## config.mk

```make
export PLATFORM = sky130hd
export DESIGN_NAME = c1541_gcr_decoder
export DESIGN_NICKNAME = d
export VERILOG_FILES = /design/src/rtl/c1541_gcr_decoder.sv
export SDC_FILE = /design/constraint.sdc
export NUM_CORES = 1
export LEC_CHECK = 0
export BUFFER_PORTS_ARGS = -buffer_cell sky130_fd_sc_hd__buf_2
export CAP_MARGIN = 20
export CORE_MARGIN = 2
export CORE_UTILIZATION = 50
export DETAILED_ROUTE_END_ITERATION = 8
export GPL_TIMING_DRIVEN = 0
export PLACE_DENSITY = 0.68
export SKIP_CTS_REPAIR_TIMING = 1
export SYNTH_ARGS = -nofsm -noshare
export SYNTH_HDL_FRONTEND = slang
export SYNTH_SLANG_ARGS = --single-unit
export TNS_END_PERCENT = 1
```

## constraint.sdc

```tcl
create_clock -name clk32 -period 4.37 [get_ports clk32]
set_input_delay 0.874 -clock clk32 [delete_from_list [all_inputs] [get_ports clk32]]
set_output_delay 0.874 -clock clk32 [all_outputs]
set_load 0.1 [all_outputs]
```

## src/rtl/c1541_gcr_decoder.sv

```systemverilog
// Serial GCR decoder for the 1541 write path: finds SYNC marks, frames 10-bit
// groups into bytes, checks header/data blocks and streams payload bytes to RAM.
module c1541_gcr_decoder (
    input  logic       clk32,
    input  logic       reset,
    input  logic       bit_en,
    input  logic       bit_in,
    input  logic [5:0] track,
    output logic       sync_n,
    output logic [4:0] sector,
    output logic [7:0] byte_addr,
    output logic [7:0] ram_di,
    output logic       ram_we,
    output logic       blk_done,
    output logic       blk_err
);

    localparam logic [1:0] ST_IDLE = 2'd0;
    localparam logic [1:0] ST_ID   = 2'd1;
    localparam logic [1:0] ST_HDR  = 2'd2;
    localparam logic [1:0] ST_DATA = 2'd3;

    logic [1:0] state_q, state_d;
    logic [3:0] ones_cnt_q, ones_cnt_d;
    logic       sync_n_q, sync_n_d;
    logic [4:0] sector_q, sector_d;
    logic [7:0] byte_addr_q, byte_addr_d;
    logic [7:0] ram_di_q, ram_di_d;
    logic       ram_we_q, ram_we_d;
    logic       blk_done_q, blk_done_d;
    logic       blk_err_q, blk_err_d;
    logic       hdr_valid_q, hdr_valid_d;
    logic [5:0] track_q, track_d;
    logic [8:0] shift_q, shift_d;
    logic [3:0] bit_cnt_q, bit_cnt_d;
    logic [8:0] byte_cnt_q, byte_cnt_d;
    logic [7:0] cks_q, cks_d;
    logic [7:0] hdr_cks_q, hdr_cks_d;
    logic [7:0] hdr_sec_q, hdr_sec_d;
    logic [7:0] hdr_trk_q, hdr_trk_d;
    logic       bad_q, bad_d;

    logic [9:0] group;
    logic [4:0] hi_dec, lo_dec;
    logic [7:0] byte_val;
    logic       byte_bad, bad_now, hdr_ok;
    logic [3:0] ones_next;

    // Returns {valid, nibble}; unlisted quintets come back with valid = 0.
    function automatic logic [4:0] gcr_dec(input logic [4:0] q);
        logic [4:0] r;
        case (q)
            5'b01010: r = 5'h10;
            5'b01011: r = 5'h11;
            5'b10010: r = 5'h12;
            5'b10011: r = 5'h13;
            5'b01110: r = 5'h14;
            5'b01111: r = 5'h15;
            5'b10110: r = 5'h16;
            5'b10111: r = 5'h17;
            5'b01001: r = 5'h18;
            5'b11001: r = 5'h19;
            5'b11010: r = 5'h1A;
            5'b11011: r = 5'h1B;
            5'b01101: r = 5'h1C;
            5'b11101: r = 5'h1D;
            5'b11110: r = 5'h1E;
            5'b10101: r = 5'h1F;
            default:  r = 5'h00;
        endcase
        return r;
    endfunction

    always_comb begin
        group     = {shift_q, bit_in};
        hi_dec    = gcr_dec(group[9:5]);
        lo_dec    = gcr_dec(group[4:0]);
        byte_val  = {hi_dec[3:0], lo_dec[3:0]};
        byte_bad  = !hi_dec[4] || !lo_dec[4];
        bad_now   = bad_q || byte_bad;
        ones_next = bit_in ? ((ones_cnt_q == 4'd15) ? 4'd15 : ones_cnt_q + 4'd1) : 4'd0;
        // At header byte 5 cks_q already holds sec^trk^id2; byte_val is id1.
        hdr_ok    = !bad_now && (hdr_cks_q == (cks_q ^ byte_val)) &&
                    (hdr_trk_q == {2'b00, track}) && (hdr_sec_q <= 8'd20);

        state_d     = state_q;
        ones_cnt_d  = ones_cnt_q;
        sync_n_d    = sync_n_q;
        sector_d    = sector_q;
        byte_addr_d = byte_addr_q;
        ram_di_d    = ram_di_q;
        ram_we_d    = 1'b0;
        blk_done_d  = 1'b0;
        blk_err_d   = 1'b0;
        hdr_valid_d = hdr_valid_q;
        track_d     = track_q;
        shift_d     = shift_q;
        bit_cnt_d   = bit_cnt_q;
        byte_cnt_d  = byte_cnt_q;
        cks_d       = cks_q;
        hdr_cks_d   = hdr_cks_q;
        hdr_sec_d   = hdr_sec_q;
        hdr_trk_d   = hdr_trk_q;
        bad_d       = bad_q;

        if (track != track_q) begin
            track_d     = track;
            hdr_valid_d = 1'b0;
            sector_d    = 5'd0;
            state_d     = ST_IDLE;
        end else if (bit_en) begin
            ones_cnt_d = ones_next;
            sync_n_d   = !(ones_next >= 4'd10);
            if (bit_in && (ones_cnt_q == 4'd9)) begin
                state_d = ST_IDLE;
                if (state_q == ST_DATA) blk_err_d = 1'b1;
            end else if (!bit_in && (ones_cnt_q >= 4'd10)) begin
                // The terminating 0 is the first bit of the ID byte group.
                state_d    = ST_ID;
                shift_d    = 9'd0;
                bit_cnt_d  = 4'd1;
                byte_cnt_d = 9'd0;
                cks_d      = 8'd0;
                bad_d      = 1'b0;
            end else if (state_q != ST_IDLE) begin
                shift_d = group[8:0];
                if (bit_cnt_q == 4'd9) begin
                    bit_cnt_d  = 4'd0;
                    byte_cnt_d = byte_cnt_q + 9'd1;
                    bad_d      = bad_now;
                    case (state_q)
                        ST_ID: begin
                            if (!byte_bad && byte_val == 8'h08)
                                state_d = ST_HDR;
                            else if (!byte_bad && byte_val == 8'h07 && hdr_valid_q)
                                state_d = ST_DATA;
                            else
                                state_d = ST_IDLE;
                        end
                        ST_HDR: begin
                            case (byte_cnt_q)
                                9'd1: hdr_cks_d = byte_val;
                                9'd2: begin hdr_sec_d = byte_val; cks_d = cks_q ^ byte_val; end
                                9'd3: begin hdr_trk_d = byte_val; cks_d = cks_q ^ byte_val; end
                                9'd4: cks_d = cks_q ^ byte_val;
                                default: begin
                                    if (hdr_ok) begin
                                        sector_d    = hdr_sec_q[4:0];
                                        hdr_valid_d = 1'b1;
                                    end else begin
                                        hdr_valid_d = 1'b0;
                                        blk_err_d   = 1'b1;
                                    end
                                    state_d = ST_IDLE;
                                end
                            endcase
                        end
                        ST_DATA: begin
                            if (byte_cnt_q <= 9'd256) begin
                                byte_addr_d = byte_cnt_q[7:0] - 8'd1;
                                ram_di_d    = byte_val;
                                ram_we_d    = 1'b1;
                                cks_d       = cks_q ^ byte_val;
                            end else begin
                                if (!bad_now && byte_val == cks_q) blk_done_d = 1'b1;
                                else                               blk_err_d  = 1'b1;
                                hdr_valid_d = 1'b0;
                                state_d     = ST_IDLE;
                            end
                        end
                        default: state_d = ST_IDLE;
                    endcase
                end else begin
                    bit_cnt_d = bit_cnt_q + 4'd1;
                end
            end
        end
    end

    always_ff @(posedge clk32 or posedge reset) begin
        if (reset) begin
            state_q     <= ST_IDLE;
            ones_cnt_q  <= 4'd0;
            sync_n_q    <= 1'b1;
            sector_q    <= 5'd0;
            byte_addr_q <= 8'd0;
            ram_di_q    <= 8'd0;
            ram_we_q    <= 1'b0;
            blk_done_q  <= 1'b0;
            blk_err_q   <= 1'b0;
            hdr_valid_q <= 1'b0;
            track_q     <= 6'd0;
            shift_q     <= 9'd0;
            bit_cnt_q   <= 4'd0;
            byte_cnt_q  <= 9'd0;
            cks_q       <= 8'd0;
            hdr_cks_q   <= 8'd0;
            hdr_sec_q   <= 8'd0;
            hdr_trk_q   <= 8'd0;
            bad_q       <= 1'b0;
        end else begin
            state_q     <= state_d;
            ones_cnt_q  <= ones_cnt_d;
            sync_n_q    <= sync_n_d;
            sector_q    <= sector_d;
            byte_addr_q <= byte_addr_d;
            ram_di_q    <= ram_di_d;
            ram_we_q    <= ram_we_d;
            blk_done_q  <= blk_done_d;
            blk_err_q   <= blk_err_d;
            hdr_valid_q <= hdr_valid_d;
            track_q     <= track_d;
            shift_q     <= shift_d;
            bit_cnt_q   <= bit_cnt_d;
            byte_cnt_q  <= byte_cnt_d;
            cks_q       <= cks_d;
            hdr_cks_q   <= hdr_cks_d;
            hdr_sec_q   <= hdr_sec_d;
            hdr_trk_q   <= hdr_trk_d;
            bad_q       <= bad_d;
        end
    end

    assign sync_n    = sync_n_q;
    assign sector    = sector_q;
    assign byte_addr = byte_addr_q;
    assign ram_di    = ram_di_q;
    assign ram_we    = ram_we_q;
    assign blk_done  = blk_done_q;
    assign blk_err   = blk_err_q;

endmodule

```

==> Yosys cells after proc, flatten, opt, wreduce, memory -nomap -nowiden <==
Memories as Yosys holds them, arrays and structs flattened.
Index checks and enable logic that the tools add are counted.
{ "classes": {"n_addsub": 4, "magnitude_cmp": 4, "n_eq_ne": 25, "muxes": 78, "bitwise_logic": 4, "reduce_logical": 42} }
{ "op_table": {"columns": ["op", "n"], "rows": [
  ["8-bit AND reduction", 7],
  ["5-bit 2-to-1 mux", 9],
  ["9-bit 2-to-1 mux", 5],
  ["1-bit 2-to-1 mux", 40],
  ["8-bit 2-to-1 mux", 5],
  ["2-bit 2-to-1 mux", 10],
  ["4-bit 2-to-1 mux", 5],
  ["9-bit by 2-bit equality test with 1-bit output, second input constant", 2],
  ["8-bit equality test", 2],
  ["8-bit case mux with 2 select lines", 1],
  ["2-bit nonzero test", 8],
  ["4-bit equality test, second input constant", 3],
  ["5-bit inequality test, second input constant", 2],
  ["5-bit AND reduction", 2],
  ["9-bit by 1-bit adder with 9-bit output, second input constant", 1],
  ["9-bit by 1-bit equality test with 1-bit output, second input constant", 1],
  ["9-bit by 3-bit equality test with 1-bit output, second input constant", 1],
  ["9-bit <= comparator, second input constant", 1],
  ["1-bit logical AND", 9],
  ["3-bit inequality test, second input constant", 3],
  ["4-bit by 1-bit adder with 4-bit output, second input constant", 2],
  ["8-bit by 3-bit equality test with 1-bit output, second input constant", 1],
  ["8-bit by 4-bit equality test with 1-bit output, second input constant", 1],
  ["8-bit by 6-bit equality test with 1-bit output", 1],
  ["21 further kinds", 35]
]} }
{ "word_totals": {"regBits": 93, "romBits": 320, "inputBits": 10, "output_inout_bits": 25, "wordCells": 178, "n_memories": 2} }
{ "mem_list": {"columns": ["name", "depth", "word_bits", "read_ports", "rd_clocked_by_memory_dff", "wr", "line", "rtl"], "rows": [
  ["(name not given)", 32, 5, 1, 0, 0, "52", "case (q)"],
  ["(name not given)", 32, 5, 1, 0, 0, "52", null]
]} }

==> Logic depth before layout (Yosys ltp) <==
An unclocked memory read counts as a cell.
{ "logic_depth": {"word_depth": 17, "depth_mapped": 11, "mapped_depth_nobuf": 9} }

==> Least setup slack after synthesis <==
OpenSTA, ideal clock, no wires.
{ "synth_path": {"kind": "input -> register", "startpoint": "in bit_in", "endpoint": "reg sector_q[0] (netlist: sector[0])", "setup_time_ps": 134, "arrival_time_ps": 3168, "t_required_ps": 4236, "setup_slack_ps": 1069, "path_stages": 11, "path_buffers": 2, "cell_sequence": "clkbuf_1 inv_1 ha_1 or2_2 a31oi_1 xnor3_1 o21ai_1 or4_1 clkbuf_1 o31ai_1 a21oi_1"} }
{ "synth_via": {"elab_chain_len": 10, "elab_cells_between_ends": 17, "cone_classes": "eq/ne (3); bitwise (1); reduce/logical (12); memory (1)"} }
{ "synth_lines": {"columns": ["element", "line", "rtl"], "rows": [
  ["start, declared", "7", "input logic bit_in,"],
  ["branches (longest 9 deep; another with memory 32 x 5 bit)", null, null],
  ["8-bit AND reduction (no source line) *", null, null],
  ["end signal, assigned", "205", "sector_q <= sector_d;"],
  ["end, declared", "26", "logic [4:0] sector_q, sector_d;"]
]} }
Every way passes the cells marked *.
A chain may end at the register's enable or synchronous reset.

==> Final worst setup path <==
{ "layout_path": {"startpoint": "in bit_in", "endpoint": "reg sector_q[3] (netlist: sector[3])"} }
The elaborated chain is that of the path after synthesis.

==> impl_metrics.py <==
metrics = {
    "status": {
        "outcome": "finished clean",
    },
    "synth": {
        "yosysTopAreaCellShare_pct": 44.5,
        "synthesis.instances": 547,
        "synth_flop_cell": "dfrtp_1",
        "synth_warnings": 0,
        "synthArstFlopShare_pct": 100,
        "syn_area_per_cell_um2": 9.46,
        "synth_enable_flop_cells": 0,
        "synthTopCellsByArea": "dfrtp_1, o21ai_0, nand2_1",
        "syn_area_um2": 5170,
        "ys_seq_elements": 93,
        "yosys.area.top_type": "dfrtp_1",
        "synthTopCellsByCount": "dfrtp_1, nand2_1, o21ai_0, nor2_1, xnor2_1",
        "synth_cell_types": 60,
        "synth_nets": 575,
        "synth.most_common_cell": "dfrtp_1",
        "ys_seq_area_share_pct": 45.0,
    },
    "setup_path": {
        "crit_type": "in2reg",
        "crit_path_start": "bit_in",
        "r2r-start": "shift_q[0]",
        "required_ps": 4610,
        "reg2regPathDepth": 10,
        "arrival_ps": 4010,
        "r2r_end": "sector[3]",
        "rrSetupSlack_ps": 1230,
        "crit_fanout": 10,
        "worstSetupStartpointType": "primary input",
        "worstSetupEndpointType": "flop",
    },
    "drt": {
        "drc": 0,
        "drt-vias-per-instance": 5.69,
        "firstDrtPassIters": 5,
        "wl_per_cell_um": 16.1,
        "vias": 4175,
        "drtIter0Drc": 272,
        "ant_nets": 0,
        "postRouteWirelength_mm": 11.8,
    },
    "cells_and_area": {
        "area_growth_syn_to_layout_pct": 10.6,
        "layout.nets": 621,
        "fill_cells": 890,
        "layout-drive-gt1-share_pct": 14.5,
        "seqCellArea_um2": 2330,
        "diodes": 0,
        "multi_input_area_um2": 2620,
        "design_area_um2": 5720,
    },
    "worst_hold_path": {
        "hp-start": "byte_addr[2]",
        "min_to": "byte_addr[2]",
        "whs_path_depth": 2,
        "min_path_type": "reg2reg",
    },
    "clock_tree": {
        "root_buffer": "clkbuf_8",
        "clockBufferDepth": 2,
        "cts.sinks": 93,
        "cts_tree": "done",
        "htreeDepth": 3,
        "insertion_delay_ps": 380,
        "cts_made_buffers": 9,
        "clk_pin_slew_worst_paths_ps": 90,
    },
    "place": {
        "place_area_um2": 5540,
        "io_buffers": 34,
        "dp_hpwl_mm": 8.64,
        "gp_routability_congestion": 0.885,
    },
    "timing": {
        "post-route-min-period_ps": 3760,
        "fmax_mhz": 266,
        "slew_violations": 0,
        "max-slew-margin-rel_pct": 29.5,
        "fin_crit_sh_pct": 86.1,
        "finalClockSkew_ps": 15.3,
        "rsz0062_at_grt": "false",
        "hold_violations": 0,
        "worst_pin_slew_ps": 1050,
        "finalSetupViolCount": 0,
        "fin_hold_ws_ps": 482,
    },
    "power_and_ir_drop": {
        "power_uw": 1600,
        "p_leak_uw": 0.00255,
        "power.density_nw_per_um2": 280,
        "peakVddDrop_mv": 0.161,
    },
    "grt": {
        "grt.total_usage_pct": 22.6,
        "grt_pass1_vias": 4049,
        "gr-total-overflow": 0,
        "grt_pass1_wl_mm": 19.9,
        "grt_antenna_before_repair": 0,
        "grt_max_degree": 61,
    },
    "die": {
        "core-area_um2": 10200,
        "die_h_um": 106,
        "die_w_um": 106,
        "num_rows": 37,
        "dieArea_um2": 11200,
        "io_pins": 35,
        "start_util_pct": 50.8,
    },
    "flow_run": {
        "cap_violations": 0,
    },
}
cells in the final DEF (no fill, tap or decap), types with 4 or more instances in the layout:
master,instances
a21oi_1,19
a22o_1,7
a31oi_1,7
and2_1,4
and3_1,4
buf_2,40
buf_4,5
clkbuf_1,19
clkbuf_8,9
dfrtp_1,92
ha_1,18
inv_1,19
mux2_2,8
nand2_1,66
nand2b_1,8
nand3_1,18
nand4_1,14
nor2_1,28
nor2b_1,8
nor3_1,13
nor4_1,7
o21ai_0,61
o31ai_1,13
or3_1,6
xnor2_1,23
xnor3_1,4
xor2_1,19
where the power goes:
part | internal (uW) | total (uW) | switching (uW) | leakage [uW]
logic | 46.9 | 158 | 111 | 0.00123
registers | 880 | 895 | 14.9 | 0.00123
clock network | 217 | 550 | 333 | 0.0000858
total | 1140 | 1600 | 459 | 0.00255
worst max-delay path, stage by stage:
cell and delay, ps:
buf_2 110, clkbuf_1 330, inv_1 170, ha_1 360
nand2_1 80, a21oi_1 70, nor2_1 730, xnor2_1 220
or4_1 520, clkbuf_1 180, o31ai_1 260, a21oi_1 100
flip-flops by register name, indices dropped and copies added (netlist names):
signal,count
cks_q,8
state_q,2
bad_q,1
byte_cnt_q,9
sector,5
blk_done,1
track_q,6
shift_q,9
hdr_sec_q,8
ones_cnt_q,4
hdr_trk_q,8
bit_cnt_q,4
hdr_cks_q,8
byte_addr,8
ram_di,8
sync_n,1
hdr_valid_q,1
ram_we,1
blk_err,1
kinds of logic after synthesis:
kind of cell / after synthesis / synth area share, %
flip-flops: 93 / 45.0
XOR/XNOR: 46 / 8.85
buffers and inverters: 52 / 4.28
AO/OA/AOI/OAI: 132 / 16.2
multiplexers: 8 / 1.74
AND/OR/NAND/NOR: 198 / 19.6
adder cells (fa/ha/maj): 18 / 4.35
layer usage:
metal  global-route usage [%]  up-vias  part of all wire, %
li1                         -     2016                    -
met1                     30.3     2042                   46
met2                     36.8      105                   48
met3                     4.95       12                  5.1
met4                     7.14        0                  1.4
met5                        0        -                    0
metrics by stage:
step	std cells	setup TNS [ps]	setup slack (ps)	utilization, %
final	734	0	606	56.2
after global routing	734	0	311	56.2
after global placement	717	-115	-4.91	54.1
after detailed placement	718	0	279	54.4
after floorplan	547	0	1070	-
after CTS	734	0	669	56.2
worst max path at each step:
stage	slack (ps)	end
floorplan	1070	sector[0]
global placement	-5	hdr_cks_q[6]
detailed placement	280	sector[0]
CTS	670	sector[3]
global route	310	sector[3]
finish	610	sector[3]
area by class of cell:
| class | instances | area share, % |
|---|---|---|
| inverters | 21 | 1.42 |
| clock inverters | 6 | 0.918 |
| well taps | 136 | 2.97 |
| flip-flops and latches | 93 | 40.7 |
| plain buffers | 31 | 2.49 |
| repair buffers | 35 | 3.45 |
| clock buffers | 10 | 2.23 |
| multi-input cells | 402 | 45.8 |
No activity file was read; power rests on OpenSTA's default activity.
